--- src/rtl/ctrl_pipe.sv ---
`default_nettype none
// ============================================================================
// ctrl_pipe - registered RV32I(+M) execute control word with load-use stall,
//             multi-cycle divide stall and branch/jump redirect flush.
// Revision 1.0
// ============================================================================
module ctrl_pipe #(
  parameter int LOAD_LAT    = 1,
  parameter int EN_M        = 1,
  parameter int DIV_CYCLES  = 8,
  parameter int FLUSH_DEPTH = 1
) (
  input  logic       clk,
  input  logic       rst,
  input  logic       in_valid,
  output logic       in_ready,
  input  logic [4:0] opcode,
  input  logic [2:0] func3,
  input  logic [6:0] func7,
  input  logic [4:0] rd,
  input  logic [4:0] rs1,
  input  logic [4:0] rs2,
  input  logic       b,
  output logic       out_valid,
  output logic [2:0] imm_type,
  output logic       alu1_sel,
  output logic       alu2_sel,
  output logic [1:0] rd_sel,
  output logic [3:0] alu_op,
  output logic       reg_wr,
  output logic       we,
  output logic       pc_sel,
  output logic       flush,
  output logic       illegal
);

  localparam logic [4:0] c_op_imm = 5'b00100;
  localparam logic [4:0] c_lui    = 5'b01101;
  localparam logic [4:0] c_auipc  = 5'b00101;
  localparam logic [4:0] c_jal    = 5'b11011;
  localparam logic [4:0] c_jalr   = 5'b11001;
  localparam logic [4:0] c_branch = 5'b11000;
  localparam logic [4:0] c_load   = 5'b00000;
  localparam logic [4:0] c_store  = 5'b01000;
  localparam logic [4:0] c_op     = 5'b01100;

  typedef enum logic [1:0] {
    RUN      = 2'd0,
    LD_WAIT  = 2'd1,
    DIV_BUSY = 2'd2
  } state_t;

  typedef struct packed {
    logic       valid;
    logic [2:0] imm_type;
    logic       alu1_sel;
    logic       alu2_sel;
    logic [1:0] rd_sel;
    logic [3:0] alu_op;
    logic       reg_wr;
    logic       we;
    logic       illegal;
    logic       is_load;
    logic       is_jump;
    logic       is_branch;
    logic [4:0] rd;
  } ex_t;

  localparam ex_t c_bubble = '{valid: 1'b0, imm_type: 3'd7, alu1_sel: 1'b0,
                               alu2_sel: 1'b1, rd_sel: 2'd0, alu_op: 4'd0,
                               reg_wr: 1'b0, we: 1'b0, illegal: 1'b0,
                               is_load: 1'b0, is_jump: 1'b0, is_branch: 1'b0,
                               rd: 5'd0};

  state_t     state_q, state_d;
  logic [5:0] cnt_q, cnt_d;
  logic [1:0] fcnt_q, fcnt_d;
  ex_t        ex_q, ex_d;

  ex_t        w_dec;
  logic       w_ill;
  logic       w_div;
  logic [3:0] w_f3_op;
  logic       w_use_rs1;
  logic       w_use_rs2;
  logic       w_hazard;
  logic       w_muldiv;

  assign w_muldiv = (opcode == c_op) && (func7 == 7'b0000001);

  always_comb begin
    w_f3_op = 4'd0;
    case (func3)
      3'd0:    w_f3_op = (opcode == c_op && func7 == 7'b0100000) ? 4'd1 : 4'd0;
      3'd1:    w_f3_op = 4'd2;
      3'd2:    w_f3_op = 4'd3;
      3'd3:    w_f3_op = 4'd4;
      3'd4:    w_f3_op = 4'd5;
      3'd5:    w_f3_op = func7[5] ? 4'd7 : 4'd6;
      3'd6:    w_f3_op = 4'd8;
      default: w_f3_op = 4'd9;
    endcase
  end

  always_comb begin
    w_dec       = c_bubble;
    w_dec.valid = 1'b1;
    w_dec.rd    = rd;
    w_ill       = 1'b0;
    w_div       = 1'b0;
    case (opcode)
      c_op_imm: begin w_dec.imm_type = 3'd0; w_dec.alu_op = w_f3_op; w_dec.reg_wr = 1'b1; end
      c_lui:    begin w_dec.imm_type = 3'd3; w_dec.rd_sel = 2'd1; w_dec.alu_op = 4'd15; w_dec.reg_wr = 1'b1; end
      c_auipc:  begin w_dec.imm_type = 3'd3; w_dec.alu1_sel = 1'b1; w_dec.reg_wr = 1'b1; end
      c_jal: begin
        w_dec.imm_type = 3'd4; w_dec.alu1_sel = 1'b1; w_dec.rd_sel = 2'd2;
        w_dec.reg_wr   = 1'b1; w_dec.is_jump  = 1'b1;
      end
      c_jalr:   begin w_dec.imm_type = 3'd0; w_dec.rd_sel = 2'd2; w_dec.reg_wr = 1'b1; w_dec.is_jump = 1'b1; end
      c_branch: begin w_dec.imm_type = 3'd2; w_dec.alu1_sel = 1'b1; w_dec.is_branch = 1'b1; end
      c_load:   begin w_dec.imm_type = 3'd0; w_dec.rd_sel = 2'd3; w_dec.reg_wr = 1'b1; w_dec.is_load = 1'b1; end
      c_store:  begin w_dec.imm_type = 3'd1; w_dec.we = 1'b1; end
      c_op: begin
        w_dec.alu2_sel = 1'b0;
        w_dec.reg_wr   = 1'b1;
        w_dec.alu_op   = w_f3_op;
        if (w_muldiv) begin
          if (EN_M == 0) begin
            w_ill = 1'b1;
          end else begin
            // func3[2] selects DIV/DIVU/REM/REMU (11..14); lower codes all map to MUL
            w_div        = func3[2];
            w_dec.alu_op = func3[2] ? (4'd11 + {2'b00, func3[1:0]}) : 4'd10;
          end
        end
      end
      default: w_ill = 1'b1;
    endcase
  end

  assign w_use_rs1 = !(opcode == c_lui || opcode == c_auipc || opcode == c_jal);
  assign w_use_rs2 = (opcode == c_op) || (opcode == c_store) || (opcode == c_branch);
  assign w_hazard  = ex_q.valid && ex_q.is_load && (ex_q.rd != 5'd0) && in_valid &&
                     ((w_use_rs1 && rs1 == ex_q.rd) || (w_use_rs2 && rs2 == ex_q.rd));

  assign out_valid = ex_q.valid;
  assign imm_type  = ex_q.imm_type;
  assign alu1_sel  = ex_q.alu1_sel;
  assign alu2_sel  = ex_q.alu2_sel;
  assign rd_sel    = ex_q.rd_sel;
  assign alu_op    = ex_q.alu_op;
  assign reg_wr    = ex_q.reg_wr;
  assign we        = ex_q.we;
  assign illegal   = ex_q.illegal;
  assign pc_sel    = ex_q.valid && (ex_q.is_jump || (ex_q.is_branch && b));
  assign flush     = pc_sel || (fcnt_q != 2'd0);

  always_comb begin
    state_d  = state_q;
    cnt_d    = cnt_q;
    fcnt_d   = fcnt_q;
    ex_d     = ex_q;
    in_ready = 1'b0;
    if (pc_sel) begin
      fcnt_d = 2'(FLUSH_DEPTH - 1);
    end else if (fcnt_q != 2'd0) begin
      fcnt_d = fcnt_q - 2'd1;
    end
    case (state_q)
      RUN: begin
        ex_d = c_bubble;
        if (flush) begin
          in_ready = 1'b1;
        end else if (w_hazard) begin
          cnt_d = 6'(LOAD_LAT - 1);
          if (LOAD_LAT > 1) state_d = LD_WAIT;
        end else begin
          in_ready = 1'b1;
          if (in_valid) begin
            if (w_ill) begin
              ex_d.illegal = 1'b1;
            end else if (w_div) begin
              // divide sits in execute uncommitted until the countdown expires
              ex_d       = w_dec;
              ex_d.valid = 1'b0;
              cnt_d      = 6'(DIV_CYCLES - 2);
              state_d    = DIV_BUSY;
            end else begin
              ex_d = w_dec;
            end
          end
        end
      end
      LD_WAIT: begin
        ex_d  = c_bubble;
        cnt_d = cnt_q - 6'd1;
        if (cnt_q <= 6'd1) state_d = RUN;
      end
      DIV_BUSY: begin
        if (cnt_q == 6'd0) begin
          ex_d.valid = 1'b1;
          state_d    = RUN;
        end else begin
          cnt_d = cnt_q - 6'd1;
        end
      end
      default: begin
        ex_d    = c_bubble;
        state_d = RUN;
      end
    endcase
    if (!rst) in_ready = 1'b0;
  end

  always_ff @(posedge clk) begin
    if (!rst) begin
      state_q <= RUN;
      cnt_q   <= 6'd0;
      fcnt_q  <= 2'd0;
      ex_q    <= c_bubble;
    end else begin
      state_q <= state_d;
      cnt_q   <= cnt_d;
      fcnt_q  <= fcnt_d;
      ex_q    <= ex_d;
    end
  end

endmodule
`default_nettype wire

--- config.mk ---
export PLATFORM = sky130hd
export DESIGN_NAME = ctrl_pipe
export DESIGN_NICKNAME = d
export VERILOG_FILES = /design/src/rtl/ctrl_pipe.sv
export SDC_FILE = /design/constraint.sdc
export NUM_CORES = 1
export LEC_CHECK = 0
export CORE_UTILIZATION = 50
export DETAILED_ROUTE_END_ITERATION = 16
export MAX_ROUTING_LAYER = met4
export PLACE_DENSITY = 0.8
export SYNTH_ARGS = -nofsm -noshare
export SYNTH_HDL_FRONTEND = slang
export SYNTH_SLANG_ARGS = --single-unit
--- constraint.sdc ---
create_clock -name clk -period 2.1 [get_ports clk]
set_input_delay 0.315 -clock clk [delete_from_list [all_inputs] [get_ports clk]]
set_output_delay 0.315 -clock clk [all_outputs]
set_load 0.01 [all_outputs]
==> summary.log, run 1 <==
[worst_setup_path] launching element of the worst setup path b
[worst_setup_path] critical path cell sequence clkdlybuf4s50_1 -> a21o_1 -> nand2_1 -> nand2_1 -> buf_4 -> clkdlybuf4s50_1
[sta] worst slew pin tran 0.470 ns
[worst_setup_path] cell count of the worst reg-to-reg path 8
[yosys] Top FF cell, synth dfxtp_1
[power] part of the power in combinational logic 29.9%
[yosys] biggest area contributors in the synthesized netlist dfxtp_1, o31ai_2, nand2_1
[yosys] register area share after synthesis 28.4%
[final_layout] most common library cell in the layout ignoring fill and taps clkdlybuf4s50_1
[yosys] area leader, netlist dfxtp_1
[placement] number of instances in the placed design 375
[final_layout] non-filler instance count after layout 383
[worst_setup_path] data arrival time of the critical path 1.72 ns
[cts] CTS sink count 32
[placement] weighted congestion reported at the end of routability-driven placement 0.878
[final_layout] number of diodes added for antenna fixing 0
[final_layout] number of inserted filler cells in the final layout 351
[global_routing] wire length of the first global-routing pass 9030 microns
[cts] clock tree from TritonCTS built
[floorplanning] Die W 69.2 microns
[power] sequential share of power 39.3%
[floorplanning] Die Height 69.2 microns
[global_routing] global-route congestion overflow total 0
[worst_setup_path] Worst EP required 1.78 ns
[yosys] synthesized flop and latch total 32
[sta] Min Clock Period, post-route 2.04 ns
[status] outcome finished clean
[route] total DRC errors in the routed layout 0
[power] internal power summed over all cells 1.19 mW
[power] worst-case vdd ir drop 0.374 mV
[worst_hold_path] HP Class reg2reg
[final_layout] Final #Nets 372
[yosys] post-synthesis instance total 266
[floorplanning] Core Rows 24
[route] count of routing violations after the opening detailed-route iteration 127
[worst_hold_path] Worst Hold Path Cells 2
[sta] upper clock frequency limit 0.491 GHz
[worst_setup_path] crit path max fanout 2
[worst_setup_path] type of element capturing the critical path output port
[yosys] area fraction of the dominant cell type after synthesis 28.4%
[worst_setup_path] largest stage delay on the critical path 0.52 ns
[route] post-detailed-routing wire length 5300 microns
[global_routing] number of global-route vias before repair 1994
[yosys] yosys synthesis warning count 0
[floorplanning] initial cell density of the core 51.8%
[cts] Worst-Skew Late Latency 0.29 ns
[cts] H-Tree Level Count 2
[worst_setup_path] end of the worst register-to-register path cnt_q[2]
[yosys] mean area per synthesized cell 8.48 sq um
[final_layout] share of final-layout standard cells stronger than drive strength 1 20.5%
[final_layout] commonest non-fill, non-tap cells in the layout clkdlybuf4s50_1, dfxtp_1, nand2_1, buf_4, nor2_1
[worst_hold_path] critical hold path startpoint rd_sel[1]
[worst_hold_path] Hold Path End rd_sel[1]
[placement] HPWL reported at the end of detailed placement 4120 microns
[cts] CTS max path bufs 2
[yosys] number of flops mapped to enable cells by yosys 0
[cts] Clock Pin Slew Worst Setup and Hold Paths 0.06 ns
[sta] Total Neg Setup Slack 0 ns
[floorplanning] Core ar. 0.00435 sq mm
[power] leakage power of the design 1.26 nW
[floorplanning] area of the die 0.00478 sq mm
[floorplanning] # IOs 52
[cts] Clock Tree Root clkbuf_8
[power] Sw Pwr 0.482 mW
[route] number of nets with antenna violations after routing 0
[run] max-cap viol count 0
[sta] number of endpoints failing setup at the final stage 0
[yosys] async set-or-reset flop fraction in the synthesized netlist 0%
[worst_setup_path] crit path kind in2out
[global_routing] antenna violations before repair 0
[global_routing] global routing usage summed across all routing layers 23.5%
[route] first-pass detailed-route iteration total 4
[placement] Port-buffer cells 51
[sta] Post-Route Hold Slack 0.451 ns
[sta] Fin Clk Skew 0.0107 ns
[sta] setup repair after global routing missed its margin no
[power] Clk network pwr share 30.9%
[sta] final slew viol count 0
[cts] TritonCTS Buffers 5
[worst_setup_path] Worst path slowest cell clkdlybuf4s50_1
[route] average detailed-routed wire length per instance 13.8 microns
[yosys] post-synth cell types 61
[global_routing] largest net degree at the start of global routing 15
[worst_setup_path] worst reg-to-reg setup slack 0.19 ns
[yosys] synthesized cell area 0.00226 sq mm
[yosys] syn_nets 307
[worst_setup_path] Reg-to-Reg Start cnt_q[0]
[sta] Fin. Hold Viols 0
[final_layout] post-synthesis to final-layout area growth 33.5%
[sta] share of the clock period used by the worst path 97.0%
[power] switching fraction of total power 28.9%
[power] power per unit of standard cell area 554 mW/mm^2
[sta] slew margin rel. 68.6%
[route] total vias in the final route 2163
[worst_setup_path] kind of launch point of the worst setup path input pin
[route] routed via count divided by cell count 5.65
[final_layout] Layout Utilization 69.2%
==> routing by layer <==
metal  global-route usage, %  vias to the layer above  part of all wire (%)  wire length [microns]
met1                    28.2                     1018                    45                   2370
met2                    38.8                       55                    49                   2610
met5                       -                        -                     0                      0
li1                        -                     1079                     -                      -
met3                    4.36                       11                   3.9                    205
met4                    9.07                        0                   2.1                    111
==> critical path: cells and delay by family <==
family / cells / cell delay (ns)
buffers and inverters: 3 / 1.10
AO/OA/AOI/OAI: 1 / 0.13
AND/OR/NAND/NOR: 2 / 0.19
==> how the worst max path moves through the flow <==
stage | end | cells past startpoint
CTS | flush | 6
finish | flush | 6
global route | flush | 6
floorplan | cnt_q[1] | 7
detailed placement | in_ready | 7
global placement | in_ready | 7
==> Yosys cell counts, drive strengths merged (3+ instances only) <==
cell type and number:
or3 3, nor2b 4, nor2 20, inv 18, dfxtp 32, nand3 11, ha 7, o31ai 13
nand2 27, buf 19, a21oi 19, a31oi 6, xor2 9, nand4 4, o22a 4, and3 3
nor3 9, clkbuf 3, o21ai 18, o41ai 3
==> layout make-up <==
class                   instances  area (sq um)  area share, %
clock buffers                   7          96.3           3.20
inverters                      18          67.6           2.24
multi-input cells             194          1400           46.3
flip-flops and latches         32           641           21.3
well taps                      52          65.1           2.16
repair buffers                 80           747           24.8
==> cells by family after synthesis <==
logic type      after synthesis  share of synthesized area, %
xor+xnor                     11                          4.27
flops                        32                          28.4
fa+ha+maj                     7                          3.88
buf+inv                      40                          10.4
mux                           1                         0.444
simple gates                 95                          24.2
compound gates               80                          28.4
==> per-stage QoR <==
step                setup slack, ns  total power [mW]  area [sq um]
global placement             -0.412              1.15          2900
detailed placement           -0.490              1.16          2900
finish                       0.0634              1.67          3010
floorplan                     0.330             0.938          2260
CTS                          0.0103              1.68          3000
global route                 0.0160              1.75          3010
==> flip-flops by register name, summed over array words and instances, names as in the netlist <==
| name | flops |
|---|---|
| imm_type | 3 |
| fcnt_q | 2 |
| illegal | 1 |
| out_valid | 1 |
| we | 1 |
| cnt_q | 6 |
| state_q | 1 |
| reg_wr | 1 |
| ex_q | 8 |
| alu1_sel | 1 |
| alu2_sel | 1 |
| rd_sel | 2 |
| alu_op | 4 |
==> power by group through the flow <==
| stage | combinational, mW | clock (mW) | sequential (mW) |
|---|---|---|---|
| final | 0.498 | 0.515 | 0.655 |
| after global routing | 0.551 | 0.542 | 0.659 |
| after CTS | 0.496 | 0.532 | 0.656 |
| after detailed placement | 0.494 | 0 | 0.670 |
| after global placement | 0.481 | 0 | 0.668 |
| after floorplan | 0.267 | 0 | 0.671 |
==> what timing repair did <==
item / CTS / global route
gates resized for setup: 10 / 2
pin swaps: 2 / 3
setup buffers: 0 / 1
setup endpoints to repair: 1 / 2
hold buffers: 0 / 0
No activity file was read; power rests on OpenSTA's default activity.
==> run 2: changes to the inputs <==
--- a/config.mk
+++ b/config.mk
@@ -9,6 +9,7 @@
 export DETAILED_ROUTE_END_ITERATION = 16
 export MAX_ROUTING_LAYER = met4
 export PLACE_DENSITY = 0.8
+export SKIP_LAST_GASP = 1
 export SYNTH_ARGS = -nofsm -noshare
 export SYNTH_HDL_FRONTEND = slang
 export SYNTH_SLANG_ARGS = --single-unit
==> results of run 2 <==
Same layout as run 1: the final DEF is identical, and so are final timing and power.
